**config.mk**
```make
export PLATFORM = sky130hd
export DESIGN_NAME = wb_rom_fetch
export DESIGN_NICKNAME = d
export VERILOG_FILES = /design/src/rtl/wb_rom_fetch_pkg.sv /design/src/rtl/wb_rom_fetch_fifo.sv /design/src/rtl/wb_rom_fetch.sv
export SDC_FILE = /design/constraint.sdc
export NUM_CORES = 1
export LEC_CHECK = 0
export ABC_AREA = 1
export CORE_UTILIZATION = 40
export CTS_BUF_LIST = sky130_fd_sc_hd__clkbuf_8
export CTS_CLUSTER_SIZE = 30
export DETAILED_ROUTE_END_ITERATION = 8
export GPL_TIMING_DRIVEN = 0
export SLEW_MARGIN = 0
export SYNTH_ARGS = -nofsm -noshare
export SYNTH_HDL_FRONTEND = slang
export SYNTH_SLANG_ARGS = --single-unit
export TNS_END_PERCENT = 1
```
**constraint.sdc**
```tcl
create_clock -name wb_clk_i -period 12.05 [get_ports wb_clk_i]
set_input_delay 2.41 -clock wb_clk_i [delete_from_list [all_inputs] [get_ports wb_clk_i]]
set_output_delay 2.41 -clock wb_clk_i [all_outputs]
set_load 0.05 [all_outputs]
```
**src/rtl/wb_rom_fetch_pkg.sv**
```systemverilog
// Shared Wishbone definitions for the ROM fetch engine.
// Holds the cycle-type and burst-type codes and the fetch FSM state encoding.
package wb_rom_fetch_pkg;

   localparam logic [2:0] cti_classic   = 3'b000;
   localparam logic [2:0] cti_inc_burst = 3'b010;
   localparam logic [2:0] cti_end       = 3'b111;
   localparam logic [1:0] bte_linear    = 2'b00;

   typedef enum logic [2:0] {
      ST_IDLE,
      ST_WAIT_SPACE,
      ST_BURST,
      ST_DONE,
      ST_ERR
   } fetch_state_e;

   function automatic logic [15:0] min_beats(input logic [15:0] remaining,
                                             input logic [15:0] max_beats);
      return (remaining < max_beats) ? remaining : max_beats;
   endfunction

endpackage

```
**src/rtl/wb_rom_fetch_fifo.sv**
```systemverilog
// First-word-fall-through buffer between the Wishbone fetch side and the stream.
// Push and pop may coincide in any fill state; a pop on an empty buffer is ignored.
module wb_fetch_fifo #(
   parameter int dw    = 32,
   parameter int depth = 8
) (
   input  logic                         clk,
   input  logic                         rst_n,
   input  logic                         push_i,
   input  logic [dw-1:0]                push_dat_i,
   input  logic                         pop_i,
   output logic [dw-1:0]                pop_dat_o,
   output logic                         full_o,
   output logic                         empty_o,
   output logic [$clog2(depth+1)-1:0]   free_o
);

   localparam int ptr_w = $clog2(depth);
   localparam int cnt_w = $clog2(depth + 1);

   logic [ptr_w-1:0] wr_ptr_q, wr_ptr_d;
   logic [ptr_w-1:0] rd_ptr_q, rd_ptr_d;
   logic [cnt_w-1:0] count_q, count_d;
   logic [dw-1:0]    mem_q [depth];
   logic [dw-1:0]    mem_d [depth];
   logic             do_push;
   logic             do_pop;

   // A push into a full buffer is accepted only when the head leaves in the same cycle.
   always_comb begin
      do_pop   = pop_i & (count_q != '0);
      do_push  = push_i & ((count_q != cnt_w'(depth)) | do_pop);
      wr_ptr_d = wr_ptr_q;
      rd_ptr_d = rd_ptr_q;
      count_d  = count_q;
      mem_d    = mem_q;
      if (do_push) begin
         mem_d[wr_ptr_q] = push_dat_i;
         wr_ptr_d        = wr_ptr_q + ptr_w'(1);
      end
      if (do_pop) begin
         rd_ptr_d = rd_ptr_q + ptr_w'(1);
      end
      case ({do_push, do_pop})
         2'b10:   count_d = count_q + cnt_w'(1);
         2'b01:   count_d = count_q - cnt_w'(1);
         default: count_d = count_q;
      endcase
   end

   always_ff @(posedge clk) begin
      if (!rst_n) begin
         wr_ptr_q <= '0;
         rd_ptr_q <= '0;
         count_q  <= '0;
      end else begin
         wr_ptr_q <= wr_ptr_d;
         rd_ptr_q <= rd_ptr_d;
         count_q  <= count_d;
      end
   end

   always_ff @(posedge clk) begin
      mem_q <= mem_d;
   end

   assign pop_dat_o = mem_q[rd_ptr_q];
   assign empty_o   = (count_q == '0);
   assign full_o    = (count_q == cnt_w'(depth));
   assign free_o    = cnt_w'(depth) - count_q;

endmodule

```
**src/rtl/wb_rom_fetch.sv**
```systemverilog
// Wishbone burst reader that streams a word range out of a ROM into a ready/valid stream.
// Bursts are only launched when the buffer can absorb every beat, so the bus never stalls.
module wb_rom_fetch
   import wb_rom_fetch_pkg::*;
#(
   parameter int dw         = 32,
   parameter int aw         = 32,
   parameter int burst_len  = 4,
   parameter int fifo_depth = 8
) (
   input  logic          wb_clk_i,
   input  logic          wb_rst_i,
   input  logic          start_i,
   input  logic [aw-1:0] base_adr_i,
   input  logic [15:0]   word_cnt_i,
   output logic          busy_o,
   output logic          done_o,
   output logic          err_o,
   output logic [aw-1:0] wbm_adr_o,
   output logic [3:0]    wbm_sel_o,
   output logic          wbm_we_o,
   output logic [2:0]    wbm_cti_o,
   output logic [1:0]    wbm_bte_o,
   output logic          wbm_cyc_o,
   output logic          wbm_stb_o,
   input  logic [dw-1:0] wbm_dat_i,
   input  logic          wbm_ack_i,
   input  logic          wbm_err_i,
   output logic [dw-1:0] dat_o,
   output logic          valid_o,
   input  logic          ready_i
);

   localparam int free_w = $clog2(fifo_depth + 1);
   localparam int beat_w = $clog2(burst_len + 1);

   fetch_state_e      state_q, state_d;
   logic [aw-1:0]     adr_q, adr_d;
   logic [15:0]       remaining_q, remaining_d;
   logic [beat_w-1:0] beats_q, beats_d;
   logic              single_q, single_d;

   logic              fifo_push;
   logic              fifo_pop;
   logic              fifo_full;
   logic              fifo_empty;
   logic [free_w-1:0] fifo_free;
   logic [15:0]       next_beats;

   assign next_beats = min_beats(remaining_q, 16'(burst_len));

   always_ff @(posedge wb_clk_i) begin
      if (!wb_rst_i) begin
         state_q     <= ST_IDLE;
         adr_q       <= '0;
         remaining_q <= '0;
         beats_q     <= '0;
         single_q    <= 1'b0;
      end else begin
         state_q     <= state_d;
         adr_q       <= adr_d;
         remaining_q <= remaining_d;
         beats_q     <= beats_d;
         single_q    <= single_d;
      end
   end

   always_comb begin
      state_d     = state_q;
      adr_d       = adr_q;
      remaining_d = remaining_q;
      beats_d     = beats_q;
      single_d    = single_q;
      case (state_q)
         ST_IDLE: begin
            if (start_i) begin
               adr_d       = base_adr_i & ~aw'(3);
               remaining_d = word_cnt_i;
               state_d     = (word_cnt_i == 16'd0) ? ST_DONE : ST_WAIT_SPACE;
            end
         end
         ST_WAIT_SPACE: begin
            if (!fifo_full && (16'(fifo_free) >= next_beats)) begin
               beats_d  = beat_w'(next_beats);
               single_d = (next_beats == 16'd1);
               state_d  = ST_BURST;
            end
         end
         ST_BURST: begin
            // An error terminates the transfer; that beat carries no data.
            if (wbm_err_i) begin
               state_d = ST_ERR;
            end else if (wbm_ack_i) begin
               adr_d       = adr_q + aw'(4);
               remaining_d = remaining_q - 16'd1;
               beats_d     = beats_q - beat_w'(1);
               if (beats_q == beat_w'(1)) begin
                  state_d = (remaining_q == 16'd1) ? ST_DONE : ST_WAIT_SPACE;
               end
            end
         end
         ST_DONE: begin
            if (fifo_empty) begin
               state_d = ST_IDLE;
            end
         end
         ST_ERR: begin
            state_d = ST_IDLE;
         end
         default: begin
            state_d = ST_IDLE;
         end
      endcase
   end

   always_comb begin
      busy_o    = (state_q != ST_IDLE);
      done_o    = (state_q == ST_DONE) && fifo_empty;
      err_o     = (state_q == ST_ERR);
      wbm_cyc_o = (state_q == ST_BURST);
      wbm_stb_o = (state_q == ST_BURST);
      wbm_adr_o = adr_q;
      wbm_we_o  = 1'b0;
      wbm_sel_o = 4'hF;
      wbm_bte_o = bte_linear;
      wbm_cti_o = cti_classic;
      if (state_q == ST_BURST && !single_q) begin
         wbm_cti_o = (beats_q == beat_w'(1)) ? cti_end : cti_inc_burst;
      end
      fifo_push = (state_q == ST_BURST) && wbm_ack_i && !wbm_err_i;
      valid_o   = !fifo_empty;
      fifo_pop  = !fifo_empty && ready_i;
   end

   wb_fetch_fifo #(
      .dw    (dw),
      .depth (fifo_depth)
   ) u_fifo (
      .clk        (wb_clk_i),
      .rst_n      (wb_rst_i),
      .push_i     (fifo_push),
      .push_dat_i (wbm_dat_i),
      .pop_i      (fifo_pop),
      .pop_dat_o  (dat_o),
      .full_o     (fifo_full),
      .empty_o    (fifo_empty),
      .free_o     (fifo_free)
   );

endmodule

```
; Word level (Yosys, flattened, before mapping)
; Cells that the tools add are included.
[word_totals]
reg_bits = 321
in_bits = 86
out_inout_bits = 80
word_cells = 106
[classes]
add_sub_neg = 8
order_cmp = 5
eq_ne = 18
mux = 31
n_bitwise = 5
reduce_logical = 23
[ops]
columns = op, count
row1 = 256-bit bitwise mux, 1
row2 = 32-bit 2-to-1 mux, 6
row3 = 32-bit binary-select mux with 3-bit select, 1
row4 = 32-bit demux with 3-bit select, 1
row5 = 16-bit 2-to-1 mux, 4
row6 = 32-bit one-hot mux with 2 select lines, 1
row7 = 3-bit 2-to-1 mux, 11
row8 = 32-bit by 3-bit adder with 32-bit output (second input constant), 1
row9 = 16-bit by 1-bit equality test with 1-bit output (second input constant), 2
row10 = 16-bit one-hot mux with 2 select lines, 1
row11 = 4-bit by 16-bit greater-or-equal comparator with 1-bit output, 1
row12 = 16-bit zero test, 1
row13 = 16-bit by 3-bit less-than comparator with 1-bit output (second input constant), 1
row14 = 16-bit by 1-bit subtractor with 16-bit output (second input constant), 1
row15 = 3-bit one-hot mux with 4 select lines, 1
row16 = 4-bit greater-or-equal comparator (second input constant), 2
row17 = 2-bit != test (second input constant), 4
row18 = 3-bit inverter with 4-bit output, 2
row19 = 4-bit one-hot mux with 2 select lines, 1
row20 = 4-bit AND reduction, 2
row21 = 1-bit logical AND, 7
row22 = 3-bit by 1-bit adder with 3-bit output (second input constant), 2
row23 = 3-bit by 1-bit equality test with 1-bit output (second input constant), 2
row24 = 3-bit by 2-bit equality test with 1-bit output (second input constant), 2
row25 = 24 further kinds, 32

; Logic depth before layout (Yosys ltp)
[depth]
ltp_word = 8
mapped_depth = 17
depth_no_buf = 17

; Cells and area by module
; Synthesis repeated with hierarchy kept, for this count alone.
[hier_totals]
cells_unflattened = 1546
hier_area_um2 = 14746.6
[modules_own_cells]
columns = module, n_inst, cells_each, area_per_inst_um2
row1 = wb_fetch_fifo, 1, 883, 10677.7
row2 = wb_rom_fetch, 1, 663, 4068.9

; Worst setup path after synthesis
; OpenSTA, ideal clock, no wires.
[synth_timing]
path_type = input to register
from = input port wbm_err_i
to = register u_fifo.mem_q[192] (netlist name) (enable)
arrival_ps = 5128
required_time_ps = 11589
setup_slack_ps = 6461
path_stages = 7
path_buffers = 0
cell_sequence = nor2_2 nand2_2 nor2_4 inv_2 nor2_2 inv_2 nor3_1
[synth_between]
elab_chain_len = 3
[synth_rtl]
columns = element, line
row1 = from (decl), wb_rom_fetch.sv:28  ; input logic wbm_err_i,
row2 = 1-bit zero test, wb_rom_fetch.sv:130  ; fifo_push = (state_q == ST_BURST) && wbm_ack_i && !wbm_err_i;
row3 = 1-bit logical AND, wb_rom_fetch.sv:130
row4 = 1-bit AND, wb_rom_fetch_fifo.sv:32  ; do_push = push_i & ((count_q != cnt_w'(depth)) | do_pop);
row5 = to (signal assigned), wb_rom_fetch_fifo.sv:64  ; mem_q <= mem_d;
row6 = to (decl), wb_rom_fetch_fifo.sv:24  ; logic [dw-1:0] mem_q [depth];
; Every way passes these cells.
; A chain may end at the register's enable or synchronous reset.

; Final worst setup path
[layout_timing]
from = register u_fifo.rd_ptr_q[2]
to = output port dat_o[30]
[layout_between]
elab_chain_len = 4
[layout_rtl]
columns = element, line
row1 = from (decl), wb_rom_fetch_fifo.sv:22  ; logic [ptr_w-1:0] rd_ptr_q, rd_ptr_d;
row2 = from (signal assigned), wb_rom_fetch_fifo.sv:58  ; rd_ptr_q <= rd_ptr_d;
row3 = 3-bit inverter with 4-bit output (implied by the code), wb_rom_fetch_fifo.sv:67  ; assign pop_dat_o = mem_q[rd_ptr_q];
row4 = 32-bit binary-select mux with 3-bit select, wb_rom_fetch_fifo.sv:67
row5 = 32-bit 2-to-1 mux (implied by the code) (2 in series), wb_rom_fetch_fifo.sv:67
row6 = to (decl), wb_rom_fetch.sv:29  ; output logic [dw-1:0] dat_o,
; Every way passes these cells. The select of a mux whose other input is x is not followed.

==> flow_summary.json <==
{
  "dieArea_um2": 36660,
  "pwr-share-seq_pct": 33.8,
  "num-fill-cells": 3265,
  "rsz0062_at_grt": "false",
  "htreeDepth": 2,
  "path_class": "reg2out",
  "root_buffer": "clkbuf_8",
  "top_layer_used": "met4",
  "report.final.slew_viol_count": 0,
  "holdPathStages": 2,
  "seq_area_um2": 8949,
  "clock-sinks": 319,
  "total_power_mw": 4.010,
  "numCtsBuffers": 53,
  "fin_crit_ps": 5795,
  "pin_count": 166,
  "yosys_warnings": 0,
  "finalNonFillerCells": 2206,
  "drc": 0,
  "grt_first_pass_wirelength_um": 63430,
  "cts_resized": 0,
  "r2r-start": "u_fifo.count_q[0]$_SDFFE_PN0P_",
  "grt_pass1_vias": 11170,
  "dp_cells": 2105,
  "cts_tree": "done",
  "r2r-end": "u_fifo.mem_q[29]$_DFFE_PP_",
  "start_util_pct": 40.47,
  "hold_viol": 0,
  "worstMarginPinSlew_ps": 983.9,
  "met2_wirelength_um": 18830,
  "ctsLongestPathBuffers": 3,
  "p_sw_mw": 1.685,
  "syn2layout_area_growth_pct": 24.66,
  "wl_um": 41290,
  "syn_area_um2": 14360,
  "met3_wirelength_um": 2397,
  "wire_per_inst_um": 18.72,
  "power.density_nw_per_um2": 224.0,
  "insertion_delay_ps": 620,
  "start_kind": "flip-flop",
  "antenna_found_initial": 1,
  "drtIter0Drc": 897,
  "overflow": 0,
  "post-cts-setup-buffer-count": 0,
  "m1WireLength_um": 19100,
  "row_count": 69,
  "skew_ps": 34.56,
  "fmax_ghz": 0.1726,
  "intPower_mw": 2.326,
  "vias": 11600,
  "hold_path_class": "reg2reg",
  "leakage_nw": 6.243,
  "path_max_fanout": 10,
  "worstHoldStart": "remaining_q[8]$_SDFFE_PN0P_",
  "dp_hpwl_um": 28630,
  "design.core.area_um2": 35480,
  "synth_cells": 1462,
  "grt_max_degree": 20,
  "synth.avg_cell_area_um2": 9.823,
  "hold_end": "remaining_q[8]$_SDFFE_PN0P_",
  "peakVddDrop_v": 0.0001329,
  "finalSetupTns_ps": 0,
  "r2r_cells": 11,
  "final_common_cell": "nor2_1",
  "arrival_ps": 3380,
  "nets": 1801,
  "crit_required_ps": 9640,
  "die_w_um": 191.5,
  "hold_ws_ps": 495.1,
  "grtUsageTotal_pct": 22.83,
  "firstDrtPassIters": 6,
  "power_frac_comb_pct": 41.9,
  "status": "complete, no violations",
  "clk_pin_slew_ps": 60,
  "io_buffers": 154,
  "die-height_um": 191.5,
  "r2r_slack_ps": 9270,
  "setup_viol": 0,
  "gp_congestion": 0.9431,
  "cap_viol_max_count": 0,
  "vias_per_cell": 5.259,
  "ys_ff_latch": 319,
  "final_cell_mix": "315 x nor2_1, 256 x edfxtp_1, 208 x nand2_1, 181 x o21ai_0, 154 x clkdlybuf4s50_1",
  "multi_input_area_um2": 4828,
  "p_sw_share_pct": 42.01,
  "yosysUniqueCellTypes": 38,
  "synth_seq_area_share_pct": 62.31,
  "slew_headroom_pct": 34.05,
  "drive_gt1_share_pct": 9.925,
  "worst_setup_path_end_kind": "output port",
  "clkPwrFrac_pct": 24.3,
  "period_share_pct": 48.09,
  "ant_nets": 0,
  "cts_hold_buf": 0
}
worst max-delay path by stage:
stage / from / to / slack (ps) / depth (start not counted)
2_1_floorplan: wbm_err_i / u_fifo.mem_q[192]$_DFFE_PP_ / 6460 / 7
3_3_place_gp: wbm_err_i / u_fifo.mem_q[19]$_DFFE_PP_ / 3690 / 8
3_5_place_dp: u_fifo.rd_ptr_q[2]$_SDFFE_PN0P_ / dat_o[28] / 6890 / 6
4_1_cts: u_fifo.rd_ptr_q[2]$_SDFFE_PN0P_ / dat_o[30] / 6260 / 6
5_1_grt: u_fifo.rd_ptr_q[0]$_SDFFE_PN0P_ / dat_o[30] / 6090 / 8
6_report: u_fifo.rd_ptr_q[2]$_SDFFE_PN0P_ / dat_o[30] / 6260 / 6
logic make-up after synthesis:
family                   after synthesis  synth area share (%)
AO/OA/AOI/OAI                        340                 12.80
XOR/XNOR                              14                0.8538
adder cells (fa/ha/maj)               16                 1.446
buffers and inverters                147                 4.591
flip-flops                           319                 62.31
other                                  2               0.05229
AND/OR/NAND/NOR                      624                 17.95
cell usage after synthesis:
| cell type | n | area, um^2 |
|---|---|---|
| xor2_1 | 6 | 52.55 |
| inv_2 | 8 | 30.03 |
| buf_4 | 17 | 127.6 |
| nand2_2 | 1 | 6.260 |
| nor2_2 | 12 | 75.07 |
| buf_2 | 23 | 115.1 |
| nand2_1 | 208 | 780.8 |
| o21ai_1 | 2 | 10.01 |
| ha_1 | 15 | 187.7 |
| nand3_4 | 1 | 17.52 |
| nor3_1 | 11 | 55.05 |
| o21a_1 | 14 | 105.1 |
| o21bai_1 | 1 | 7.510 |
| nand3b_1 | 12 | 90.09 |
| xnor2_1 | 8 | 70.07 |
| o211ai_1 | 1 | 7.510 |
| or2_2 | 6 | 37.54 |
| clkbuf_1 | 44 | 165.2 |
| conb_1 | 2 | 7.510 |
| nor2_4 | 3 | 33.78 |
| nand4_1 | 7 | 43.79 |
| nand3_2 | 1 | 10.01 |
| nor2_1 | 317 | 1190 |
| dfxtp_1 | 63 | 1261 |
| o22ai_1 | 34 | 212.7 |
| a31oi_1 | 39 | 244.0 |
| nor4_1 | 1 | 6.260 |
| a21oi_1 | 66 | 330.3 |
| nand2_4 | 1 | 11.26 |
| fa_1 | 1 | 20.02 |
| nor3_2 | 1 | 10.01 |
| o31ai_1 | 1 | 7.510 |
| a211oi_1 | 1 | 7.510 |
| nand3_1 | 42 | 210.2 |
| inv_1 | 53 | 198.9 |
| o21ai_0 | 181 | 905.9 |
| buf_6 | 2 | 22.52 |
| edfxtp_1 | 256 | 7687 |
critical path: stages (launching register included):
cell	delay (ps)
dfxtp_1	320
inv_1	70
clkbuf_1	470
clkbuf_1	600
nor2_1	120
a31oi_1	330
clkdlybuf4s50_1	880
area by class of cell:
type,count,share of cell area [%]
multi-input combinational,1004,26.97
sequential,319,49.99
buffer,86,2.404
clock buffer,54,4.152
inverter,61,1.279
clock inverter,45,1.887
tap,461,3.222
antenna,2,0.02796
timing repair buffer,174,10.07
registers in the layout (all words and copies together), names as in the netlist:
register	flops
u_fifo.mem_q	256
beats_q	3
wbm_adr_o	30
u_fifo.rd_ptr_q	3
u_fifo.wr_ptr_q	3
state_q	3
remaining_q	16
u_fifo.count_q	4
single_q	1
metrics by stage:
step | area (um^2) | setup WS (ps) | util (%)
2_1_floorplan | 14390 | 6461 | -
3_3_place_gp | 16510 | 3689 | 46.53
3_5_place_dp | 16820 | 6888 | 47.39
4_1_cts | 17900 | 6264 | 50.44
5_1_grt | 17900 | 6085 | 50.45
6_report | 17900 | 6255 | 50.45
per-layer routing:
metal  GRT usage, %  vias up
li1               -     5546
met3          3.415       70
met5              0        -
met2          35.72      380
met4          7.265        0
met1          32.49     5606
power groups by stage:
stage          clock [mW]  combinational (mW)  sequential (mW)
6_report            0.973                1.68             1.36
5_1_grt              1.04                1.83             1.37
4_1_cts             0.989                1.68             1.35
3_5_place_dp            0                1.67             1.37
3_3_place_gp            0                1.66             1.38
2_1_floorplan           0                1.02             1.46
No activity file was read; power rests on OpenSTA's default activity.
